## src/rtl/div.sv

```systemverilog
// Sequential restoring divider: one quotient bit per clock, MSB first.
// Shares the start/fin handshake with the shift-add multiplier.
module div #(
    parameter int WN = 16,
    parameter int WD = 8
) (
    input  logic          ck,
    input  logic          rst_n,
    input  logic          start,
    input  logic [WN-1:0] N,
    input  logic [WD-1:0] D,
    output logic [WN-1:0] Q,
    output logic [WD-1:0] R,
    output logic          busy,
    output logic          dz,
    output logic          fin
);
    localparam int CW = (WN > 1) ? $clog2(WN) : 1;

    typedef enum logic [1:0] {
        IDLE = 2'd0,
        RUN  = 2'd1,
        DONE = 2'd2
    } state_t;

    state_t        r_state;
    state_t        w_state_nx;
    logic [WN-1:0] r_nsh;
    logic [WN-1:0] r_qsh;
    logic [WD-1:0] r_dreg;
    logic [WD:0]   r_p;
    logic [CW-1:0] r_cnt;

    logic [WD:0]   w_pp;
    logic [WD:0]   w_pn;
    logic          w_ge;
    logic [WN-1:0] w_qn;
    logic          w_last;

    // One restoring step: shift in the next dividend bit, subtract if it fits.
    always_comb begin
        w_pp   = {r_p[WD-1:0], r_nsh[WN-1]};
        w_ge   = (w_pp >= {1'b0, r_dreg});
        w_pn   = w_ge ? (w_pp - {1'b0, r_dreg}) : w_pp;
        w_qn   = {r_qsh[WN-2:0], w_ge};
        w_last = (r_cnt == CW'(WN - 1));
    end

    always_comb begin
        w_state_nx = r_state;
        if (start) begin
            w_state_nx = RUN;
        end else begin
            case (r_state)
                RUN:     if (w_last) w_state_nx = DONE;
                DONE:    w_state_nx = IDLE;
                default: w_state_nx = IDLE;
            endcase
        end
    end

    always_ff @(posedge ck or negedge rst_n) begin
        if (!rst_n) begin
            r_state <= IDLE;
        end else begin
            r_state <= w_state_nx;
        end
    end

    always_ff @(posedge ck or negedge rst_n) begin
        if (!rst_n) begin
            r_nsh  <= '0;
            r_qsh  <= '0;
            r_dreg <= '0;
            r_p    <= '0;
            r_cnt  <= '0;
            Q      <= '0;
            R      <= '0;
            busy   <= 1'b0;
            dz     <= 1'b0;
            fin    <= 1'b0;
        end else if (start) begin
            // A load always wins, including over the edge that would raise fin.
            r_nsh  <= N;
            r_qsh  <= '0;
            r_dreg <= D;
            r_p    <= '0;
            r_cnt  <= '0;
            busy   <= 1'b1;
            dz     <= (D == '0);
            fin    <= 1'b0;
        end else begin
            case (r_state)
                RUN: begin
                    r_nsh <= {r_nsh[WN-2:0], 1'b0};
                    r_qsh <= w_qn;
                    r_p   <= w_pn;
                    r_cnt <= r_cnt + CW'(1);
                    if (w_last) begin
                        Q    <= dz ? {WN{1'b1}} : w_qn;
                        R    <= dz ? '0 : w_pn[WD-1:0];
                        fin  <= 1'b1;
                        busy <= 1'b0;
                    end
                end
                DONE: begin
                    fin <= 1'b0;
                end
                default: begin
                end
            endcase
        end
    end
endmodule

```

## config.mk

```make
export PLATFORM = sky130hd
export DESIGN_NAME = div
export DESIGN_NICKNAME = d
export VERILOG_FILES = /design/src/rtl/div.sv
export SDC_FILE = /design/constraint.sdc
export NUM_CORES = 1
export LEC_CHECK = 0
export ABC_AREA = 1
export BUFFER_PORTS_ARGS = -buffer_cell sky130_fd_sc_hd__buf_2
export CORE_MARGIN = 4
export CORE_UTILIZATION = 46
export CTS_CLUSTER_SIZE = 25
export DETAILED_ROUTE_END_ITERATION = 10
export PLACE_DENSITY = 0.66
export RECOVER_POWER = 25
export SLEW_MARGIN = 10
export SYNTH_ARGS = -nofsm -noshare
export SYNTH_HDL_FRONTEND = slang
export SYNTH_SLANG_ARGS = --single-unit
```

## constraint.sdc

```tcl
create_clock -name ck -period 1.9 [get_ports ck]
set_input_delay 0.38 -clock ck [delete_from_list [all_inputs] [get_ports ck]]
set_output_delay 0.38 -clock ck [all_outputs]
set_load 0.05 [all_outputs]
```

==> impl_metrics.json <==
{
  "status": "completed",
  "gp_congestion": 0.9076,
  "h-tree-depth": 3,
  "r2r-start": "r_nsh[15]$_DFFE_PN0N_",
  "ff2ff_path_depth": 9,
  "internal_power_w": 0.003120,
  "rsz0062_at_grt": "no",
  "whs_ns": 0.2386,
  "drtIter0Drc": 145,
  "comb_power_share_pct": 31.0,
  "clk_path_buf_depth": 2,
  "fmax_mhz": 553.6,
  "synth_top_area_share_pct": 53.75,
  "cts_root_buf": "clkbuf_8",
  "syn_nets": 467,
  "worstMarginPinSlew_ns": 0.9171,
  "cts_tree": "built",
  "avgSynthCellArea_um2": 8.662,
  "drtPass1Iterations": 4,
  "hold_path_end": "r_nsh[0]$_DFFE_PN0N_",
  "synth_seq_cells": 80,
  "p_per_area_nw_per_um2": 1095,
  "antenna_found_initial": 0,
  "cts.sink_count": 80,
  "drt-wirelength-per-cell_um": 13.42,
  "final_cell_mix": "nand2_1 (123), dfrtp_1 (80), inv_1 (59)",
  "port_buffers": 53,
  "die_width_um": 97.99,
  "yosysWarnings": 0,
  "worstPathArrival_ns": 2.06,
  "drive_gt1_share_pct": 19.56,
  "antenna_cells": 0,
  "min_from": "N[0]",
  "die_h_um": 97.99,
  "grt_max_degree": 37,
  "end_kind": "flop",
  "final_common_cell": "nand2_1",
  "antenna_left": 0,
  "grt_pass1_vias": 3001,
  "synth_ff_type": "dfrtp_1",
  "syn_inst": 430,
  "drv_slew": 0,
  "crit_fanout": 3,
  "synth.cell_area_um2": 3725,
  "clockPowerShare_pct": 27.8,
  "core_um2": 7807,
  "wl_mm": 8.094,
  "avgViaCountPerCell": 4.955,
  "vdd_drop_max_v": 0.0005386,
  "finalSetupViolations": 0,
  "grt_use_met2_pct": 30.26,
  "synth_top_area_cell": "dfrtp_1",
  "overflow": 0,
  "grt_pass1_wl_mm": 14.06,
  "seqPwrFrac_pct": 41.2,
  "p_sw_share_pct": 35.58,
  "async_reset_ff_share_pct": 100.0,
  "synthToLayoutAreaGrowth_pct": 18.74,
  "busiest_layer": "met2",
  "start_util_pct": 47.71,
  "pre_cts_ws_ns": 0.01234,
  "synthTopCellsByArea": "dfrtp_1 (54%), nand2_1 (12%), inv_1 (5.9%)",
  "nNetsFinal": 533,
  "post-dp-hpwl_mm": 5.780,
  "finalHoldViolCount": 0,
  "hold_depth": 3,
  "period_share_pct": 95.08,
  "crit_type": "reg -> reg",
  "pin_count": 54,
  "synth_edf_count": 0,
  "r2r_end": "R[4]$_DFFE_PN0P_",
  "fin_ws_ns": 0.09357,
  "grt_util_met3_pct": 3.357,
  "cp.required_ns": 2.15,
  "startpoint_type": "flop",
  "period_minus_slack_ns": 1.806,
  "p_leak_nw": 2.328,
  "grt_use_met1_pct": 23.60,
  "die_area_um2": 9601,
  "track_usage_pct": 18.03,
  "p_sw_w": 0.001723,
  "ys_types": 33,
  "cts_made_buffers": 9,
  "relSlewSlack_pct": 38.86,
  "path_clk_slew_ns": 0.09,
  "ys_seq_area_share_pct": 53.75,
  "clock_latency_ns": 0.36,
  "maxCapViolCount": 0,
  "r2r_slack_ns": 0.09,
  "rows": 32,
  "vias": 2988,
  "fin_skew_ns": 0.01420,
  "drc_errors": 0,
  "hp-class": "in -> reg"
}
-- logic make-up (layout without fill, tap and decap cells) --
group           after synthesis  count (layout)  share of synthesized area, %
simple gates                200             200                         23.35
flops                        80              80                         53.75
buf+inv                      76             147                         8.800
compound gates               60              60                         9.607
fa+ha+maj                    10              10                         3.561
xor+xnor                      4               4                        0.9407
-- state kept, by name, indices dropped and copies added (netlist names), 2 cells and up --
signal   flops
Q           16
r_state      2
R            8
r_nsh       16
r_dreg       8
r_p          8
r_cnt        4
r_qsh       15
-- power by group through the flow --
stage               combinational, W  clock, W  sequential, W
detailed placement           0.00143         0        0.00202
global route                 0.00173   0.00144        0.00201
CTS                          0.00144   0.00138        0.00198
floorplan                    0.00101         0        0.00200
finish                       0.00150   0.00135        0.00200
global placement             0.00141         0        0.00201
-- worst max-delay path: stages (launching register included) --
cell	delay, ns
dfrtp_1	0.36
inv_1	0.11
ha_1	0.15
inv_1	0.07
fa_2	0.38
a21oi_2	0.16
xor2_1	0.21
nand2_1	0.11
nand3_1	0.09
nand2_1	0.06
-- cells in the mapped netlist (2+ instances only) --
cell type    n
o22ai_1     15
buf_2        6
ha_1         9
clkbuf_1     4
xnor2_1      2
o21ai_0     11
buf_4        3
or2_1        2
nand4_1      2
nor2_2       2
nand2_1    123
nor4_1       2
nor2_1      25
nand2_4      2
nand3_1     37
inv_1       59
dfrtp_1     80
o211ai_1     9
xor2_1       2
o221ai_1     3
a21oi_1     20
-- what timing repair did --
item / 4_1_cts / 5_1_grt
endpoints found under the hold margin: 31 / 0
setup buffers: 0 / 0
gates resized for setup: 0 / 7
setup endpoints to repair: 0 / 14
hold buffers: 1 / 0
-- worst max-delay path by stage --
stage	from	endpoint	slack [ns]	depth (start not counted)
after floorplan	r_nsh[15]$_DFFE_PN0N_	R[4]$_DFFE_PN0P_	0.26	9
after global placement	r_nsh[15]$_DFFE_PN0N_	R[4]$_DFFE_PN0P_	-0.006	9
after detailed placement	r_nsh[15]$_DFFE_PN0N_	R[4]$_DFFE_PN0P_	0.01	9
after CTS	r_nsh[15]$_DFFE_PN0N_	R[4]$_DFFE_PN0P_	0.006	9
after global routing	r_p[4]$_DFFE_PN0N_	r_p[5]$_DFFE_PN0N_	0.02	10
final	r_nsh[15]$_DFFE_PN0N_	R[4]$_DFFE_PN0P_	0.09	9
-- routing by layer --
layer	share of wire [%]	routed length [um]
met2	49	3970
met1	46	3718
met4	1.4	117
met5	0	0
met3	3.5	286
-- through the flow --
step | instances | cell area [um^2] | util [%] | TNS [ns] | total power, W
detailed placement | 586 | 4167 | 53.37 | 0 | 0.003447
CTS | 603 | 4389 | 56.22 | 0 | 0.004804
floorplan | 430 | 3725 | - | 0 | 0.003011
finish | 603 | 4423 | 56.65 | 0 | 0.004843
global placement | 586 | 4167 | 53.37 | -0.005599 | 0.003417
global route | 603 | 4423 | 56.65 | 0 | 0.005182
-- area by class of cell --
type / count / area [um^2]
Fill cell: 759 / 3385
Sequential cell: 80 / 2002
Multi-Input combinational cell: 274 / 1449
Timing Repair Buffer: 70 / 390.4
Inverter: 61 / 241.5
Clock buffer: 10 / 137.6
Tap cell: 102 / 127.6
Clock inverter: 6 / 75.07
(Power assumes the default switching activity.)
